$ cat src/rtl/ins_prefetch_if.sv
// Bundle of core-side instruction port and memory-side fetch port of the prefetch stage.
// master is the prefetcher's view; slave is the view of the core plus instruction memory.
interface ins_prefetch_if;
  logic        flush;
  logic [31:0] flush_pc;
  logic        ins_ready;
  logic        ins_valid;
  logic [31:0] ins;
  logic [31:0] ins_pc;
  logic        mem_req;
  logic [31:0] mem_addr;
  logic        mem_ack;
  logic [31:0] mem_rdata;

  modport master (
    input  flush, flush_pc, ins_ready, mem_ack, mem_rdata,
    output ins_valid, ins, ins_pc, mem_req, mem_addr
  );

  modport slave (
    output flush, flush_pc, ins_ready, mem_ack, mem_rdata,
    input  ins_valid, ins, ins_pc, mem_req, mem_addr
  );
endinterface

$ cat src/rtl/ins_prefetch.sv
// Sequential instruction prefetcher: one outstanding req/ack fetch into a small {pc, ins} FIFO,
// with redirect flush that empties the buffer and discards any in-flight response.
module ins_prefetch #(
  parameter int unsigned DEPTH    = 4,
  parameter logic [31:0] RESET_PC = 32'h0000_0000
) (
  input logic            clk_i,
  input logic            rst_ni,
  ins_prefetch_if.master bus
);

  localparam int unsigned PtrW = $clog2(DEPTH);
  localparam int unsigned CntW = $clog2(DEPTH + 1);
  localparam logic [CntW-1:0] CntFull = CntW'(DEPTH);

  typedef enum logic [1:0] {StIdle, StWait, StDiscard} state_e;

  state_e          state_q, state_d;
  logic [31:0]     fetch_pc_q, fetch_pc_d;
  logic [31:0]     stale_addr_q, stale_addr_d;
  logic [PtrW-1:0] rd_ptr_q, rd_ptr_d;
  logic [PtrW-1:0] wr_ptr_q, wr_ptr_d;
  logic [CntW-1:0] count_q, count_d;
  logic [31:0]     pc_mem_q  [DEPTH];
  logic [31:0]     ins_mem_q [DEPTH];
  logic            push, pop;

  assign pop  = (count_q != '0) && bus.ins_ready && !bus.flush;
  assign push = (state_q == StWait) && bus.mem_ack && !bus.flush;

  always_comb begin
    state_d      = state_q;
    fetch_pc_d   = fetch_pc_q;
    stale_addr_d = stale_addr_q;
    rd_ptr_d     = rd_ptr_q;
    wr_ptr_d     = wr_ptr_q;
    count_d      = count_q;

    if (bus.flush) begin
      count_d    = '0;
      rd_ptr_d   = wr_ptr_q;
      fetch_pc_d = {bus.flush_pc[31:2], 2'b00};
    end else begin
      if (push) begin
        wr_ptr_d   = wr_ptr_q + PtrW'(1);
        fetch_pc_d = fetch_pc_q + 32'd4;
      end
      if (pop) begin
        rd_ptr_d = rd_ptr_q + PtrW'(1);
      end
      count_d = count_q + CntW'(push) - CntW'(pop);
    end

    unique case (state_q)
      StIdle: begin
        if (bus.flush || (count_d < CntFull)) state_d = StWait;
      end
      StWait: begin
        if (bus.flush) begin
          // The old request is still in flight: keep presenting its address until it is acked.
          if (!bus.mem_ack) begin
            state_d      = StDiscard;
            stale_addr_d = fetch_pc_q;
          end
        end else if (bus.mem_ack && (count_d == CntFull)) begin
          state_d = StIdle;
        end
      end
      StDiscard: begin
        if (bus.mem_ack) state_d = StWait;
      end
      default: state_d = StIdle;
    endcase
  end

  always_ff @(posedge clk_i or negedge rst_ni) begin
    if (!rst_ni) begin
      state_q      <= StIdle;
      fetch_pc_q   <= RESET_PC;
      stale_addr_q <= RESET_PC;
      rd_ptr_q     <= '0;
      wr_ptr_q     <= '0;
      count_q      <= '0;
    end else begin
      state_q      <= state_d;
      fetch_pc_q   <= fetch_pc_d;
      stale_addr_q <= stale_addr_d;
      rd_ptr_q     <= rd_ptr_d;
      wr_ptr_q     <= wr_ptr_d;
      count_q      <= count_d;
    end
  end

  always_ff @(posedge clk_i or negedge rst_ni) begin
    if (!rst_ni) begin
      for (int i = 0; i < DEPTH; i++) begin
        pc_mem_q[i]  <= '0;
        ins_mem_q[i] <= '0;
      end
    end else if (push) begin
      pc_mem_q[wr_ptr_q]  <= fetch_pc_q;
      ins_mem_q[wr_ptr_q] <= bus.mem_rdata;
    end
  end

  assign bus.ins_valid = (count_q != '0);
  assign bus.ins       = ins_mem_q[rd_ptr_q];
  assign bus.ins_pc    = pc_mem_q[rd_ptr_q];
  assign bus.mem_req   = (state_q != StIdle);
  assign bus.mem_addr  = (state_q == StDiscard) ? stale_addr_q : fetch_pc_q;

endmodule
$ cat src/flat_wrapper.sv
// flat-port wrapper written by rule: the top's interface ports become plain ports
module ins_prefetch_flat 
#(
  parameter int unsigned DEPTH    = 4,
  parameter logic [31:0] RESET_PC = 32'h0000_0000
)
  (clk_i, rst_ni, bus_flush, bus_flush_pc, bus_ins_ready, bus_mem_ack, bus_mem_rdata, bus_ins_valid, bus_ins, bus_ins_pc, bus_mem_req, bus_mem_addr);
  ins_prefetch_if bus_i ();
  input logic clk_i;
  input logic rst_ni;
  input wire logic [$bits(bus_i.flush)-1:0] bus_flush;
  input wire logic [$bits(bus_i.flush_pc)-1:0] bus_flush_pc;
  input wire logic [$bits(bus_i.ins_ready)-1:0] bus_ins_ready;
  input wire logic [$bits(bus_i.mem_ack)-1:0] bus_mem_ack;
  input wire logic [$bits(bus_i.mem_rdata)-1:0] bus_mem_rdata;
  output wire logic [$bits(bus_i.ins_valid)-1:0] bus_ins_valid;
  output wire logic [$bits(bus_i.ins)-1:0] bus_ins;
  output wire logic [$bits(bus_i.ins_pc)-1:0] bus_ins_pc;
  output wire logic [$bits(bus_i.mem_req)-1:0] bus_mem_req;
  output wire logic [$bits(bus_i.mem_addr)-1:0] bus_mem_addr;
  assign bus_i.flush = bus_flush;
  assign bus_i.flush_pc = bus_flush_pc;
  assign bus_i.ins_ready = bus_ins_ready;
  assign bus_i.mem_ack = bus_mem_ack;
  assign bus_i.mem_rdata = bus_mem_rdata;
  assign bus_ins_valid = bus_i.ins_valid;
  assign bus_ins = bus_i.ins;
  assign bus_ins_pc = bus_i.ins_pc;
  assign bus_mem_req = bus_i.mem_req;
  assign bus_mem_addr = bus_i.mem_addr;
  ins_prefetch #(.DEPTH(DEPTH), .RESET_PC(RESET_PC)) u_core (.clk_i(clk_i), .rst_ni(rst_ni), .bus(bus_i));
endmodule
$ cat config.mk
export PLATFORM = sky130hd
export DESIGN_NAME = ins_prefetch_flat
export DESIGN_NICKNAME = d
export VERILOG_FILES = /design/src/rtl/ins_prefetch_if.sv /design/src/rtl/ins_prefetch.sv /design/src/flat_wrapper.sv
export SDC_FILE = /design/constraint.sdc
export NUM_CORES = 1
export LEC_CHECK = 0
export ABC_AREA = 1
export ABC_CLOCK_PERIOD_IN_PS = 2300
export CAP_MARGIN = 40
export CORE_UTILIZATION = 50
export DETAILED_ROUTE_END_ITERATION = 10
export PLACE_DENSITY = 0.86
export SLEW_MARGIN = 20
export SYNTH_ARGS = -nofsm -noshare
export SYNTH_HDL_FRONTEND = slang
export SYNTH_SLANG_ARGS = --single-unit
$ cat constraint.sdc
create_clock -name clk_i -period 2.3 [get_ports clk_i]
set_input_delay 0.46 -clock clk_i [delete_from_list [all_inputs] [get_ports clk_i]]
set_output_delay 0.46 -clock clk_i [all_outputs]
set_load 0.05 [all_outputs]
; Yosys cells after proc, flatten, opt, wreduce, memory -nomap -nowiden
; Cells that the tools add are included.
[totals]
regBits = 329
input_bits = 69
output_inout_bits = 98
word_cells = 72
[classes]
addsub = 5
order_cmp = 4
n_eq_ne = 7
mux = 22
n_bitwise = 4
reduce_logical = 16
[ops]
columns = cell, count
row1 = 128-bit bitwise mux, 2
row2 = 32-bit two-way mux, 8
row3 = 32-bit binary-select mux with 2-bit select, 2
row4 = 32-bit demux with 2-bit select, 1
row5 = "32-bit by 3-bit adder with 32-bit output, second input constant", 1
row6 = 2-bit two-way mux, 7
row7 = "3-bit >= comparator, second input constant", 2
row8 = 1-bit logical AND, 6
row9 = "3-bit inequality test, second input constant", 2
row10 = 2-bit inverter with 3-bit output, 2
row11 = 2-bit one-hot mux with 3 select lines, 1
row12 = 2-bit nonzero test, 3
row13 = "2-bit by 1-bit adder with 2-bit output, second input constant", 2
row14 = 4-bit AND reduction, 1
row15 = 3-bit by 1-bit adder with 3-bit output, 1
row16 = "3-bit equality test, second input constant", 1
row17 = "3-bit by 1-bit less-than comparator with 1-bit output, second input constant", 1
row18 = "3-bit less-than comparator, second input constant", 1
row19 = 3-bit two-way mux, 1
row20 = 3-bit AND reduction, 1
row21 = 3-bit nonzero test, 1
row22 = 3-bit by 1-bit subtractor with 3-bit output, 1
row23 = "2-bit by 1-bit equality test with 1-bit output, second input constant", 1
row24 = "2-bit equality test, second input constant", 1
row25 = other kinds (7), 8

; Longest topological paths before layout
[depth]
ltp_word = 11
mapped_depth = 17
mapped_depth_nobuf = 17

; Worst setup path before layout
; OpenSTA, ideal clock, no wires.
[synth_path]
path_type = register -> register
start = register u_core.count_q[1]
end = register u_core.state_q[0]
t_arrival_ps = 2591
required_time_ps = 2183
slack_ps = -407
stages_incl_launch_ff = 15
n_path_buf = 0
path_cell_list = dfrtp_1 -> inv_1 -> nand3_1 -> nand2_1 -> nor2_1 -> ha_1 -> inv_1 -> ha_1 -> inv_1 -> fa_1 -> a21oi_1 -> o21ai_0 -> nand2_1 -> nand2_1 -> nand2_1
[synth_via]
elab_chain_cells = 9
word_cells_on_any_way = 13
cone_classes = add/sub: 2 / order compare: 1 / eq/ne: 3 / mux: 1 / reduce/logical: 6
[synth_rtl]
columns = element, line
row1 = "start, declared", ins_prefetch.sv:23  ; logic [CntW-1:0] count_q, count_d;
row2 = "start signal, assigned", ins_prefetch.sv:90  ; count_q <= count_d;
row3 = 3-bit nonzero test *, --
row4 = via bus_ins_valid, flat_wrapper.sv:16  ; output wire logic [$bits(bus_i.ins_valid)-1:0] bus_ins_valid;
row5 = 1-bit logical AND * (2 in a row), ins_prefetch.sv:28  ; assign pop = (count_q != '0) && bus.ins_ready && !bus.flush;
row6 = 3-bit by 1-bit subtractor with 3-bit output *, ins_prefetch.sv:51  ; count_d = count_q + CntW'(push) - CntW'(pop);
row7 = 3-bit two-way mux *, ins_prefetch.sv:39  ; if (bus.flush) begin
row8 = 3-bit less-than comparator or 3-bit equality test (tied branches), "ins_prefetch.sv:56, ins_prefetch.sv:65"
row9 = 1-bit logical OR or 1-bit logical AND (tied branches), "ins_prefetch.sv:56, ins_prefetch.sv:65"
row10 = 2-bit by 1-bit inequality test with 1-bit output (no line) or 3-bit inequality test (tied branches), --
row11 = 4-bit AND reduction (no line) *, --
row12 = "end signal, assigned", ins_prefetch.sv:78  ; state_q <= StIdle;
row13 = "end signal, assigned", ins_prefetch.sv:85  ; state_q <= state_d;
row14 = "end, declared", ins_prefetch.sv:18  ; state_e state_q, state_d;
; Mark *: on every way through the listed nets, which the timed path passes. The rest lies on a longest branch.
; A chain may end at the register's enable or synchronous reset.

; Final worst setup path
[layout_path]
start = register u_core.rd_ptr_q[0]
end = output port bus_ins[24]
[layout_via]
elab_chain_cells = 4
[layout_rtl]
columns = element, line
row1 = "start, declared", ins_prefetch.sv:21  ; logic [PtrW-1:0] rd_ptr_q, rd_ptr_d;
row2 = "start signal, assigned", ins_prefetch.sv:88  ; rd_ptr_q <= rd_ptr_d;
row3 = 2-bit inverter with 3-bit output (implied by the code), ins_prefetch.sv:107  ; assign bus.ins = ins_mem_q[rd_ptr_q];
row4 = 32-bit binary-select mux with 2-bit select, ins_prefetch.sv:107
row5 = 32-bit two-way mux (implied by the code) (2 in a row), ins_prefetch.sv:107
row6 = "end, declared", flat_wrapper.sv:17  ; output wire logic [$bits(bus_i.ins)-1:0] bus_ins;
; No other way between the ends. The select of a mux whose other input is x is not followed.

==> key figures <==
Outcome
  • Status: complete, but fails checks
  • Failing checks: setup timing

Setup path
  • CP arrival: 2.04 ns
  • Setup CP Type: flip-flop to output port
  • WP data required: 1.84 ns
  • Critical path launch point type: flip-flop
  • Crit Path Max Fanout: 8
  • Crit end category: output port

Pwr
  • Gate power share: 55.0%
  • Internal power: 18.3 mW
  • Sequential power share: 28.6%
  • Switching Share: 45.5%
  • Leakage: 9.15 nW
  • Maximum vdd drop: 1.11 mV
  • Sw power: 15.3 mW
  • Clock network fraction of total power: 16.3%
  • Power Density: 1710 mW/mm²
  • Total power: 33.7 mW

Synth
  • Synth Register Bits: 317
  • Synth Warn #: 0
  • Ys async rst share: 100%
  • Yosys top cell by area: dfrtp_1
  • Post-synth top flop: dfrtp_1
  • Register area share after synthesis: 54.3%
  • Synth area leaders: dfrtp_1, nand2_1, o21ai_1
  • Post-synth top area share: 54.3%
  • Count leader, synth: nand2_1
  • Yosys cell types: 30
  • Syn Area/Cell: 8.17 µm²
  • Synth cell count leaders: nand2_1, dfrtp_1, o21ai_1
  • Mapped Cells: 1788
  • Number of enable flip-flop cells after synthesis: 0
  • Cell Area, Synth: 0.0146 mm²

Global routing
  • Total GRT Usage: 30.7%
  • Initial antenna violation count: 0
  • Number of global-route vias before repair: 13900
  • Global-route wire length before repair: 72900 µm
  • Largest net degree at the start of global routing: 70
  • GRT Residual Overflow: 0

Timing
  • Final setup margin: -0.198 ns
  • RSZ-0062 raised after global routing: yes
  • Endpoints failing setup: 61
  • Fin Hold WS: 0.483 ns
  • Fin crit share: 109%
  • Hold Violations, Final: 0
  • Period minus WS final: 2.50 ns
  • Fmax: 400 MHz
  • Final max-slew violation count: 0
  • Slew margin rel.: 65.6%
  • Clock skew: 0.0128 ns
  • Worst-margin pin slew: 0.516 ns

Route
  • Drt drc: 0
  • Met1 wire length: 18000 µm
  • DR vias: 14200
  • Via density: 5.98
  • Routed Antenna Nets: 0
  • WL/cell: 20.3 µm
  • Met2 WL post-DR: 23200 µm
  • Total iterations of the first detailed-routing run: 6
  • Top layer in use: met4
  • Metal3 WL: 4180 µm
  • Detailed Route Iter0 Violations: 1761
  • DRT Wirelength: 48100 µm

CTS
  • CTS max path bufs: 3
  • Clock sinks: 317
  • Clock transition at path regs: 0.06 ns
  • Htree depth: 2
  • Clock Tree Root: clkbuf_16
  • Worst-skew pair later-pin latency: 0.51 ns
  • CTS tree: built
  • CTS buffer count: 36

Die
  • Height of the die: 173 µm
  • Row count: 62
  • Die area: 0.0299 mm²
  • Core footprint: 0.0287 mm²
  • Initial Utilization: 50.9%
  • Die W: 173 µm
  • I/O Pins: 167

Flow run
  • Max-Cap Viols: 0

Cells and area
  • Layout cells sized above 1: 18.7%
  • P&R area growth vs syn: 35.2%
  • Post-Route Utilization: 68.8%
  • N_diodes: 0
  • # nets final: 2045

Placement
  • Port Buffers: 160
  • Pre-CTS worst setup slack: -0.426 ns
  • HPWL Detailed: 24800 µm
  • Gp weighted congestion: 0.908

Min path
  • Tightest Hold Check Type: flip-flop to flip-flop
==> cells by family after synthesis <==
kind of cell,count (synthesis),synth area share [%]
compound gates,526,18.8
xor+xnor,9,0.540
fa+ha+maj,8,0.737
buf+inv,210,6.50
flops,317,54.3
other cells,1,0.0257
simple gates,717,19.1
==> path summary, 6_finish.rpt <==
| path | start | end | slack [ns] | cells past startpoint |
|---|---|---|---|---|
| min in group asynchronous | rst_ni | u_core.stale_addr_q[29]$_DFFE_PN0P_ | 0.49 | 2 |
| worst min register to register | u_core.stale_addr_q[23]$_DFFE_PN0P_ | u_core.stale_addr_q[23]$_DFFE_PN0P_ | 0.48 | 2 |
| worst max-delay path | u_core.rd_ptr_q[0]$_DFFE_PN0P_ | bus_ins[24] | -0.20 | 7 |
| worst min-delay path | u_core.stale_addr_q[23]$_DFFE_PN0P_ | u_core.stale_addr_q[23]$_DFFE_PN0P_ | 0.48 | 2 |
| worst max register to register | u_core.count_q[2]$_DFF_PN0_ | u_core.state_q[0]$_DFFE_PN0P_ | 0.07 | 14 |
| max in group asynchronous | rst_ni | u_core.pc_mem_q[30]$_DFFE_PN0P_ | 1.02 | 3 |
==> routing by layer <==
layer	vias to the layer above	global-route usage, %
li1	6281	-
met1	6845	39.4
met2	873	51.1
met3	187	4.49
met4	0	15.4
met5	-	0
==> cell type report <==
| type | count | area (µm²) |
|---|---|---|
| clock buffer | 52 | 1040 |
| clock inverter | 7 | 65.1 |
| fill | 2037 | 8960 |
| inverter | 93 | 372 |
| multi-input combinational | 1264 | 6370 |
| sequential | 317 | 7940 |
| tap | 384 | 480 |
| timing repair buffer | 256 | 3480 |
==> what timing repair did <==
action                                 in CTS  in global routing
endpoints found under the hold margin      54                  0
resized for setup                         185                144
setup endpoints to repair                  95                 85
hold buffers                                1                  0
buffers inserted                           14                  4
gates cloned                               18                  8
pin swaps                                  24                 18
==> sequential cells by signal, indices dropped and copies added (netlist names) <==
register / count
u_core.fetch_pc_q: 30
u_core.rd_ptr_q: 2
u_core.wr_ptr_q: 2
u_core.pc_mem_q: 120
u_core.state_q: 2
u_core.stale_addr_q: 30
u_core.count_q: 3
u_core.ins_mem_q: 128
==> placed cells by master (no fill, tap or decap), types with 11 or more instances in the layout <==
| cell type | netlist | routed |
|---|---|---|
| nor2_4 | 0 | 12 |
| nand2_1 | 473 | 469 |
| buf_6 | 3 | 35 |
| o21ai_0 | 208 | 94 |
| clkdlybuf4s50_1 | 0 | 65 |
| nor2_2 | 0 | 15 |
| dfrtp_1 | 317 | 315 |
| inv_1 | 87 | 82 |
| o22ai_1 | 63 | 35 |
| o22ai_2 | 0 | 28 |
| nand3_1 | 45 | 41 |
| buf_12 | 0 | 53 |
| o21ai_4 | 0 | 11 |
| clkbuf_16 | 0 | 46 |
| buf_16 | 0 | 20 |
| nor2_1 | 190 | 163 |
| o21ai_1 | 240 | 302 |
| o21ai_2 | 0 | 41 |
| buf_4 | 30 | 66 |
==> power groups by stage <==
stage	clock (mW)	combinational, mW	sequential [mW]
6_report	5.50	18.5	9.64
5_1_grt	5.77	19.5	9.84
4_1_cts	5.49	16.8	9.35
3_5_place_dp	0	14.5	9.36
3_3_place_gp	0	14.2	9.21
2_1_floorplan	0	9.80	8.97
==> critical path, stage by stage, from the launching register on <==
cell and delay [ns]:
dfrtp_4 0.53, clkinv_8 0.08, buf_12 0.17, buf_12 0.12, buf_12 0.12, o21ai_1 0.08
o22ai_1 0.18, buf_4 0.24
==> through the flow <==
step                instance area, µm²  TNS [ns]  std cells
finish                           19700     -4.87       2373
global route                     19700     -7.53       2373
floorplan                        14600    -0.707       1791
CTS                              19100     -4.20       2362
detailed placement               16900    -0.708       2271
global placement                 16900    -0.420       2271
No activity file was read; power rests on OpenSTA's default activity.
